File: config.mk
export PLATFORM = sky130hd
export DESIGN_NAME = pc_sequencer_flat
export DESIGN_NICKNAME = d
export VERILOG_FILES = /design/src/rtl/instr_pack.sv /design/src/rtl/pc_sequencer_if.sv /design/src/rtl/pc_sequencer_return_stack.sv /design/src/rtl/pc_sequencer.sv /design/src/flat_wrapper.sv
export SDC_FILE = /design/constraint.sdc
export NUM_CORES = 1
export LEC_CHECK = 0
export ABC_CLOCK_PERIOD_IN_PS = 1900
export CORE_ASPECT_RATIO = 0.75
export CORE_MARGIN = 10
export CORE_UTILIZATION = 30
export CTS_CLUSTER_SIZE = 14
export DETAILED_ROUTE_END_ITERATION = 10
export GPL_ROUTABILITY_DRIVEN = 0
export PLACE_DENSITY_LB_ADDON = 0.15
export SLEW_MARGIN = 15
export SYNTH_ARGS = -nofsm -noshare
export SYNTH_HDL_FRONTEND = slang
export SYNTH_SLANG_ARGS = --single-unit
File: constraint.sdc
create_clock -name clk -period 1.9 [get_ports clk]
set_input_delay 0.19 -clock clk [delete_from_list [all_inputs] [get_ports clk]]
set_output_delay 0.19 -clock clk [all_outputs]
set_load 0.005 [all_outputs]
File: src/rtl/instr_pack.sv
// Shared definitions for the 9-bit CPU control path: sequencer states and
// default subroutine entry-point layout.
package instr_pack;

  typedef enum logic [1:0] {
    IDLE  = 2'd0,
    RUN   = 2'd1,
    DONE  = 2'd2,
    FAULT = 2'd3
  } seq_state_t;

  localparam int SR_BASE_DEF   = 100;
  localparam int SR_STRIDE_DEF = 16;

endpackage

File: src/rtl/pc_sequencer_if.sv
// Decoder <-> sequencer bundle: decoded control requests in, pc and run status out.
interface pc_sequencer_if #(
    parameter int PC_W        = 10,
    parameter int STACK_DEPTH = 4
);
    localparam int DEPTH_W = $clog2(STACK_DEPTH + 1);

    logic               start;
    logic               stall;
    logic               br_req;
    logic               br_taken;
    logic [7:0]         br_target;
    logic               call_req;
    logic [3:0]         call_idx;
    logic               ret_req;
    logic               done_req;
    logic [PC_W-1:0]    pc;
    logic               run;
    logic               done;
    logic               fault;
    logic [DEPTH_W-1:0] depth;

    modport master (
        output start, stall, br_req, br_taken, br_target,
               call_req, call_idx, ret_req, done_req,
        input  pc, run, done, fault, depth
    );

    modport slave (
        input  start, stall, br_req, br_taken, br_target,
               call_req, call_idx, ret_req, done_req,
        output pc, run, done, fault, depth
    );
endinterface

File: src/rtl/pc_sequencer_return_stack.sv
// Hardware LIFO of return addresses; dout is the current top of stack.
// The caller guarantees push and pop are never asserted together.
module return_stack #(
    parameter int WIDTH = 10,
    parameter int DEPTH = 4
) (
    input  logic                         clk,
    input  logic                         reset_n,
    input  logic                         clear,
    input  logic                         push,
    input  logic                         pop,
    input  logic [WIDTH-1:0]             din,
    output logic [WIDTH-1:0]             dout,
    output logic                         full,
    output logic                         empty,
    output logic [$clog2(DEPTH+1)-1:0]   depth
);
    localparam int CNT_W = $clog2(DEPTH + 1);

    logic [CNT_W-1:0] depth_q, depth_d;
    logic [WIDTH-1:0] mem_q [DEPTH];
    logic [WIDTH-1:0] mem_d [DEPTH];

    always_comb begin
        // NOTE: every output of this block gets a default first, so no path leaves it unassigned and no latch is inferred.
        depth_d = depth_q;
        mem_d   = mem_q;
        if (clear) begin
            depth_d = '0;
        end else if (push) begin
            for (int i = 0; i < DEPTH; i++) begin
                if (depth_q == CNT_W'(i)) mem_d[i] = din;
            end
            depth_d = depth_q + CNT_W'(1);
        end else if (pop) begin
            depth_d = depth_q - CNT_W'(1);
        end
    end

    always_comb begin
        dout = '0;
        for (int i = 0; i < DEPTH; i++) begin
            if (depth_q == CNT_W'(i + 1)) dout = mem_q[i];
        end
    end

    assign full  = (depth_q == CNT_W'(DEPTH));
    assign empty = (depth_q == '0);
    assign depth = depth_q;

    // NOTE: state uses non-blocking assignments so every flop samples the pre-edge values.
    always_ff @(posedge clk or negedge reset_n) begin
        if (!reset_n) begin
            depth_q <= '0;
            // NOTE: the stack is tiny, so its entries are reset too and dout is never X.
            for (int i = 0; i < DEPTH; i++) mem_q[i] <= '0;
        end else begin
            depth_q <= depth_d;
            mem_q   <= mem_d;
        end
    end
endmodule

File: src/rtl/pc_sequencer.sv
// Program counter and control-flow FSM: sequential fetch, branch, call/return
// through a hardware return stack, done and stack-fault status.
module pc_sequencer
    import instr_pack::*;
#(
    parameter int PC_W        = 10,
    parameter int STACK_DEPTH = 4,
    parameter int SR_BASE     = SR_BASE_DEF,
    parameter int SR_STRIDE   = SR_STRIDE_DEF
) (
    input  logic           clk,
    input  logic           reset_n,
    pc_sequencer_if.slave  bus
);
    localparam int DEPTH_W = $clog2(STACK_DEPTH + 1);

    seq_state_t         state_q, state_d;
    logic [PC_W-1:0]    pc_q, pc_d;
    logic               run_q, run_d;
    logic               done_q, done_d;
    logic               fault_q, fault_d;

    logic               stk_push, stk_pop, stk_clear;
    logic               stk_full, stk_empty;
    logic [PC_W-1:0]    stk_dout;
    logic [DEPTH_W-1:0] stk_depth;

    logic [PC_W-1:0]    pc_inc, call_addr;

    // Both wrap modulo 2**PC_W by construction.
    assign pc_inc    = pc_q + PC_W'(1);
    assign call_addr = PC_W'(SR_BASE) + PC_W'(bus.call_idx) * PC_W'(SR_STRIDE);

    always_comb begin
        state_d   = state_q;
        pc_d      = pc_q;
        stk_push  = 1'b0;
        stk_pop   = 1'b0;
        stk_clear = 1'b0;
        case (state_q)
            RUN: begin
                if (!bus.stall) begin
                    if (bus.done_req) begin
                        state_d = DONE;
                    end else if (bus.ret_req) begin
                        if (stk_empty) begin
                            state_d = FAULT;
                        end else begin
                            stk_pop = 1'b1;
                            pc_d    = stk_dout;
                        end
                    end else if (bus.call_req) begin
                        if (stk_full) begin
                            state_d = FAULT;
                        end else begin
                            stk_push = 1'b1;
                            pc_d     = call_addr;
                        end
                    end else if (bus.br_req && bus.br_taken) begin
                        pc_d = PC_W'(bus.br_target);
                    end else begin
                        pc_d = pc_inc;
                    end
                end
            end
            default: begin
                // IDLE, DONE and FAULT all restart the program from address 0.
                if (bus.start) begin
                    state_d   = RUN;
                    pc_d      = '0;
                    stk_clear = 1'b1;
                end
            end
        endcase
        run_d   = (state_d == RUN);
        done_d  = (state_d == DONE);
        fault_d = (state_d == FAULT);
    end

    always_ff @(posedge clk or negedge reset_n) begin
        if (!reset_n) begin
            state_q <= IDLE;
            pc_q    <= '0;
            run_q   <= 1'b0;
            done_q  <= 1'b0;
            fault_q <= 1'b0;
        end else begin
            state_q <= state_d;
            pc_q    <= pc_d;
            run_q   <= run_d;
            done_q  <= done_d;
            fault_q <= fault_d;
        end
    end

    return_stack #(
        .WIDTH (PC_W),
        .DEPTH (STACK_DEPTH)
    ) u_return_stack (
        .clk     (clk),
        .reset_n (reset_n),
        .clear   (stk_clear),
        .push    (stk_push),
        .pop     (stk_pop),
        .din     (pc_inc),
        .dout    (stk_dout),
        .full    (stk_full),
        .empty   (stk_empty),
        .depth   (stk_depth)
    );

    assign bus.pc    = pc_q;
    assign bus.run   = run_q;
    assign bus.done  = done_q;
    assign bus.fault = fault_q;
    assign bus.depth = stk_depth;
endmodule

File: src/flat_wrapper.sv
// flat-port wrapper written by rule: the top's interface ports become plain ports
module pc_sequencer_flat import instr_pack::*;
#(
    parameter int PC_W        = 10,
    parameter int STACK_DEPTH = 4,
    parameter int SR_BASE     = SR_BASE_DEF,
    parameter int SR_STRIDE   = SR_STRIDE_DEF
)
  (clk, reset_n, bus_start, bus_stall, bus_br_req, bus_br_taken, bus_br_target, bus_call_req, bus_call_idx, bus_ret_req, bus_done_req, bus_pc, bus_run, bus_done, bus_fault, bus_depth);
  pc_sequencer_if #(.PC_W(PC_W), .STACK_DEPTH(STACK_DEPTH)) bus_i ();
  input  logic clk;
  input  logic reset_n;
  input wire logic [$bits(bus_i.start)-1:0] bus_start;
  input wire logic [$bits(bus_i.stall)-1:0] bus_stall;
  input wire logic [$bits(bus_i.br_req)-1:0] bus_br_req;
  input wire logic [$bits(bus_i.br_taken)-1:0] bus_br_taken;
  input wire logic [$bits(bus_i.br_target)-1:0] bus_br_target;
  input wire logic [$bits(bus_i.call_req)-1:0] bus_call_req;
  input wire logic [$bits(bus_i.call_idx)-1:0] bus_call_idx;
  input wire logic [$bits(bus_i.ret_req)-1:0] bus_ret_req;
  input wire logic [$bits(bus_i.done_req)-1:0] bus_done_req;
  output wire logic [$bits(bus_i.pc)-1:0] bus_pc;
  output wire logic [$bits(bus_i.run)-1:0] bus_run;
  output wire logic [$bits(bus_i.done)-1:0] bus_done;
  output wire logic [$bits(bus_i.fault)-1:0] bus_fault;
  output wire logic [$bits(bus_i.depth)-1:0] bus_depth;
  assign bus_i.start = bus_start;
  assign bus_i.stall = bus_stall;
  assign bus_i.br_req = bus_br_req;
  assign bus_i.br_taken = bus_br_taken;
  assign bus_i.br_target = bus_br_target;
  assign bus_i.call_req = bus_call_req;
  assign bus_i.call_idx = bus_call_idx;
  assign bus_i.ret_req = bus_ret_req;
  assign bus_i.done_req = bus_done_req;
  assign bus_pc = bus_i.pc;
  assign bus_run = bus_i.run;
  assign bus_done = bus_i.done;
  assign bus_fault = bus_i.fault;
  assign bus_depth = bus_i.depth;
  pc_sequencer #(.PC_W(PC_W), .STACK_DEPTH(STACK_DEPTH), .SR_BASE(SR_BASE), .SR_STRIDE(SR_STRIDE)) u_core (.clk(clk), .reset_n(reset_n), .bus(bus_i));
endmodule
======== Word-level counts from Yosys, hierarchy flattened ========
Index checks and enable logic that the tools add are counted.
operators by class
  $add $sub $neg .......................... 4
  multipliers ............................. 0
  div/mod/pow operators ................... 0
  order comparisons ....................... 0
  eq/ne operators ......................... 12
  shifts and indexed selects .............. 0
  mux-type cells .......................... 37
  bitwise gates (word level) .............. 1
  reduce and logical (&&, ||, !) cells .... 9
operator list
  operator                                              count
  2-to-1 mux 10 bit                                     13
  2-to-1 mux 2 bit                                      8
  2-to-1 mux 1 bit                                      13
  AND reduction 3 bit                                   4
  adder 10 x 1 -> 10 bit (second input constant)        1
  adder 7 x 8 -> 9 bit (first input constant)           1
  2-to-1 mux 3 bit                                      3
  equality test 3 x 2 -> 1 bit (second input constant)  2
  AND reduction 5 bit                                   1
  equality test 2 x 1 -> 1 bit (second input constant)  2
  equality test 2 bit (second input constant)           2
  != test 2 bit (second input constant)                 2
  != test 4 bit (second input constant)                 1
  adder 3 x 1 -> 3 bit (second input constant)          1
  equality test 3 x 1 -> 1 bit (second input constant)  1
  equality test 3 bit (second input constant)           1
  logical NOT 3 bit                                     1
  != test 3 bit (second input constant)                 1
  nonzero test 3 bit                                    1
  subtractor 3 x 1 -> 3 bit (second input constant)     1
  nonzero test 2 bit                                    1
  logical AND 1 bit                                     1
  inverter 1 bit                                        1
word-level totals
  register bits ........................... 58
  bits in latches ......................... 0
  memory bits (writable) .................. 0
  bits in read-only memories .............. 0
  bits of input ports ..................... 21
  output and inout bits ................... 16
  logic and storage cells ................. 73
  memories kept ........................... 0

======== Depth between registers and ports, before layout ========
  depth in word-level cells ............... 10
  gate-level depth with buffers ........... 8

======== Cells and area by module ========
A second synthesis with hierarchy kept.
second synthesis, totals
  cell total of the unflattened synthesis .. 285
  area total of the unflattened synthesis .. 3190.6 sq um
by module, submodules not included
  module        instances  cells an instance  area an instance (sq um)  seq. area each (sq um)
  return_stack  1          151                2001.9                    1076.0
  pc_sequencer  1          134                1188.6                    375.4

======== Worst setup path after synthesis ========
Ideal clock, no wire load.
  path kind ............................... register -> register
  start point ............................. register u_core.u_return_stack.depth_q[0], in the netlist u_core.u_return_stack.depth[0]
  end point ............................... register u_core.u_return_stack.mem_q[31] (netlist name)
  setup time .............................. 0.125 ns
  arrival ................................. 1.984 ns
  data required time ...................... 1.775 ns
  setup slack ............................. -0.209 ns
  cell stages (with the launch flop) ...... 7
  cell sequence ........................... dfrtp_1 inv_1 ha_1 clkbuf_1 nand2b_1 a2111oi_4 mux2_4
on the way
  cells in the longest elaborated chain, start to end .. 8
  elaborated cells between the ends (all ways) .. 9
  those cells by class .................... eq/ne (1); mux (6); reduce/logical (2)
RTL lines
  element                                 line                             text
  from (decl)                             pc_sequencer_return_stack.sv:20  logic [CNT_W-1:0] depth_q, depth_d;
  from (signal assigned)                  pc_sequencer_return_stack.sv:58  depth_q <= depth_d;
  equality test 3 bit                     pc_sequencer_return_stack.sv:47  assign full = (depth_q == CNT_W'(DEPTH));
  2-to-1 mux 1 bit                        pc_sequencer.sv:53               if (stk_full) begin
  2-to-1 mux 1 bit                        pc_sequencer.sv:52               end else if (bus.call_req) begin
  2-to-1 mux 1 bit                        pc_sequencer.sv:45               end else if (bus.ret_req) begin
  2-to-1 mux 1 bit                        pc_sequencer.sv:43               if (bus.done_req) begin
  2-to-1 mux 1 bit                        pc_sequencer.sv:42               if (!bus.stall) begin
  2-to-1 mux 1 bit                        pc_sequencer.sv:40               case (state_q)
  AND reduction 3 bit (no source line) *  n/a
  to (signal assigned)                    pc_sequencer_return_stack.sv:59  mem_q <= mem_d;
  to (decl)                               pc_sequencer_return_stack.sv:21  logic [WIDTH-1:0] mem_q [DEPTH];
Mark *: on every way between the ends. The rest lies on a longest branch, timed or not.
A chain may end at the register's enable or synchronous reset.

======== Final worst setup path ========
  start point ............................. register u_core.state_q[1]
  end point ............................... register u_core.pc_q[6], in the netlist u_core.bus.pc[6]
on the way
  cells in the longest elaborated chain, start to end .. 3
  elaborated cells between the ends (all ways) .. 8
  those cells by class .................... eq/ne (5); mux (1); reduce/logical (2)
RTL lines
  element                                                       line                text
  from (decl)                                                   pc_sequencer.sv:17  seq_state_t state_q, state_d;
  from (signal assigned)                                        pc_sequencer.sv:88  state_q <= state_d;
  equality test 2 x 1 -> 1 bit *                                pc_sequencer.sv:40
  != test 4 bit (no source line), or another cell as far along  n/a
  AND reduction 5 bit (no source line)                          n/a
  to (signal assigned)                                          pc_sequencer.sv:89  pc_q <= pc_d;
  to (decl)                                                     pc_sequencer.sv:18  logic [PC_W-1:0] pc_q, pc_d;
Marked as above.

==> results.sh <==
export IMPL_area_growth_pct=46.1
export IMPL_cp_end_kind="flip-flop"
export IMPL_drive_gt1_frac=0.288
export IMPL_hpwl_um=7660
export IMPL_switching_share=0.347
export IMPL_grt_max_degree=59
export IMPL_startpoint_type="flip-flop"
export IMPL_synth_ff_type="dfrtp_1"
export IMPL_gr_usage_met3=0.0342
export IMPL_cts_tree="built"
export IMPL_fin_crit_sh=0.967
export IMPL_setup_ws_ns=0.0633
export IMPL_wl_um=10100
export IMPL_coreArea_um2=10500
export IMPL_max_freq_mhz=544
export IMPL_r2r_end="u_core.bus.pc[6]$_DFFE_PN0P_"
export IMPL_dpl_worst_slack_ns=-0.331
export IMPL_p_int_mw=4.28
export IMPL_synth_top_area_frac=0.443
export IMPL_drt_initial_drc_count=147
export IMPL_netSwitchingPower_mw=2.28
export IMPL_cellPowerDensity_nw_per_um2=1370
export IMPL_ys_seq_elements=58
export IMPL_finalNetCount=490
export IMPL_min_path_type="in2async"
export IMPL_crit_family="compound AO/OA/AOI/OAI gates"
export IMPL_critPathRequiredTime_ns=2.11
export IMPL_grt_pass1_wl_um=16900
export IMPL_rows=32
export IMPL_total_power_mw=6.56
export IMPL_busiest_layer="met2"
export IMPL_clock_sinks=58
export IMPL_crit_start="u_core.state_q[1]$_DFF_PN0_"
export IMPL_crit_chain="or4b_4, buf_4, o32a_4, a41oi_2, a211oi_1"
export IMPL_yosysSeqAreaShare=0.443
export IMPL_cts_buffers_inserted=9
export IMPL_critPathSlowestCell="or4b_4"
export IMPL_grt_pass1_vias=3167
export IMPL_hold_viol=0
export IMPL_die_y_um=110
export IMPL_min_period_ns=1.84
export IMPL_postSynthNetCount=389
export IMPL_antenna_found_initial=0
export IMPL_synth_area_leaders="dfrtp_1 44%, nand2_1 6.8%, o21ai_0 6.3%, a21oi_1 3.5%, ha_1 3.1%"
export IMPL_crit_buf_inv=1
export IMPL_met2_usage=0.196
export IMPL_first_pass_iters=4
export IMPL_r2r_start="u_core.state_q[1]$_DFF_PN0_"
export IMPL_clkPwrFrac=0.287
export IMPL_cts_root_buf="clkbuf_16"
export IMPL_viasPerCell=5.00
export IMPL_start_util=0.313
export IMPL_rsz0062_at_grt="no"
export IMPL_skew_ns=0.00613
export IMPL_clockBufferDepth=2
export IMPL_cts_htree_levels=3
export IMPL_reg2reg_depth=5
export IMPL_worst_path_largest_cell_delay_ns=0.54
export IMPL_final_cell_mix="65 x buf_4, 59 x nand2_1, 57 x dfrtp_1"
export IMPL_syn_avg_cell_area_um2=9.10
export IMPL_dieArea_um2=15500
export IMPL_p_leak_nw=2.06
export IMPL_wl_per_cell_um=16.7
export IMPL_peakVddDrop_uv=605
export IMPL_r2r_slack_ns=0.06
export IMPL_maxSlewViolCount=0
export IMPL_yosys_warnings=0
export IMPL_final_common_cell="buf_4"
export IMPL_outcome="finished, final reports clean"
export IMPL_die_w_um=141
export IMPL_synth_edff_count=0
export IMPL_antenna_cells=0
export IMPL_path_class="reg2reg"
export IMPL_max_slew_margin=0.680
export IMPL_synth_cell_type_count=61
export IMPL_pwr_share_comb=0.423
export IMPL_seq_power_share=0.289
export IMPL_tightest_slew_ns=0.477
export IMPL_maxCapViolCount=0
export IMPL_groute_usage_overall=0.133
export IMPL_io_pins=37
export IMPL_netlist_area_um2=3270
export IMPL_drc=0
export IMPL_syn_inst=360
export IMPL_routed_via_count=3008
export IMPL_critPathMaxFanout=8
export IMPL_async_flop_share=1.00
export IMPL_setup_viol=0
export IMPL_gr_total_overflow=0
export IMPL_critPathArrivalTime_ns=2.04
export IMPL_numPortBuffers=36
export IMPL_yosys_area_top_type="dfrtp_1"
export IMPL_insertion_delay_ns=0.33
export IMPL_antenna_left=0
export IMPL_grt_util_met1=0.186
export IMPL_clk_pin_slew_ns=0.05
[cell families (layout without fill, tap and decap cells)]
| family | Yosys count | count (layout) | synth area share |
|---|---|---|---|
| xor+xnor | 10 | 10 | 0.0268 |
| fa+ha+maj | 8 | 8 | 0.0306 |
| compound gates | 109 | 109 | 0.223 |
| buf+inv | 31 | 137 | 0.0390 |
| flops | 58 | 58 | 0.443 |
| mux | 7 | 7 | 0.0245 |
| simple gates | 137 | 137 | 0.213 |
[flip-flops by register name, indices dropped and copies added (netlist names)]
name                         cells
u_core.state_q                   2
u_core.bus.pc                   10
u_core.bus.fault                 1
u_core.u_return_stack.mem_q     40
u_core.bus.done                  1
u_core.bus.run                   1
u_core.u_return_stack.depth      3
[power by group through the flow]
| stage | Clock (mW) | Combinational [mW] | Sequential, mW |
|---|---|---|---|
| detailed placement | 0 | 2.62 | 1.91 |
| global placement | 0 | 2.60 | 1.90 |
| CTS | 1.93 | 2.68 | 1.89 |
| finish | 1.88 | 2.78 | 1.90 |
| floorplan | 0 | 1.29 | 1.89 |
| global route | 1.98 | 3.08 | 1.96 |
[layout make-up]
type / instances / area, µm²
clock buffers: 10 / 229
clock inverters: 6 / 115
fillers: 1013 / 5670
inverters: 13 / 48.8
multi-input cells: 271 / 1820
flip-flops and latches: 58 / 1450
well taps: 136 / 170
repair buffers: 108 / 947
[worst register-to-register path, delay by kind of cell, from the launching register on]
| kind | cells | cell delay [ns] |
|---|---|---|
| and+or+nand+nor | 1 | 0.55 |
| buffers and inverters | 1 | 0.17 |
| DFF | 1 | 0.38 |
| AOI/OAI and AO/OA | 3 | 0.62 |
[layer usage]
metal | wire, µm | up-vias
li1 | - | 1498
met1 | 5100 | 1458
met2 | 4490 | 43
met3 | 391 | 9
met4 | 101 | 0
met5 | 0 | -
[worst max-delay path by stage]
stage	endpoint	slack, ns	cells past startpoint
after floorplan	u_core.u_return_stack.mem_q[31]$_DFFE_PN0P_	-0.08	3
after global placement	u_core.u_return_stack.mem_q[31]$_DFFE_PN0P_	-0.29	5
after detailed placement	u_core.bus.pc[6]$_DFFE_PN0P_	-0.33	6
after CTS	u_core.u_return_stack.mem_q[31]$_DFFE_PN0P_	-0.02	4
after global routing	u_core.bus.pc[5]$_DFFE_PN0P_	0.009	5
final	u_core.bus.pc[6]$_DFFE_PN0P_	0.06	5
[synth_stat cells (all sizes together), types with 3 or more instances]
cell type	instances
nand2	59
dfrtp	58
o21ai	41
a21oi	25
nor2	24
clkbuf	15
inv	13
nand3	13
ha	8
xnor2	8
nand3b	6
a211oi	5
mux2	5
nand4	5
a221oi	4
nand2b	4
nor3	4
o221ai	4
and3	3
buf	3
nor2b	3
nor4	3
o211a	3
o21a	3
[through the flow]
stage | utilization | setup TNS [ns] | instance area, µm² | hold WS (ns) | cells
4_1_cts | 0.450 | -0.0695 | 4700 | 0.407 | 601
3_5_place_dp | 0.413 | -6.09 | 4310 | 0.222 | 584
6_report | 0.458 | 0 | 4780 | 0.391 | 602
2_1_floorplan | - | -0.459 | 3300 | -0.106 | 360
3_3_place_gp | 0.413 | -5.14 | 4310 | 0.225 | 584
5_1_grt | 0.458 | 0 | 4780 | 0.439 | 602
[what timing repair did]
item                                    CTS  global route
endpoints found under the setup margin   13            21
endpoints found under the hold margin    58             0
pin swaps                                 0             3
hold buffers                              1             0
buffers inserted                          0             1
gates resized for setup                   7            21
Note: power is estimated with default switching activity, not from simulation.
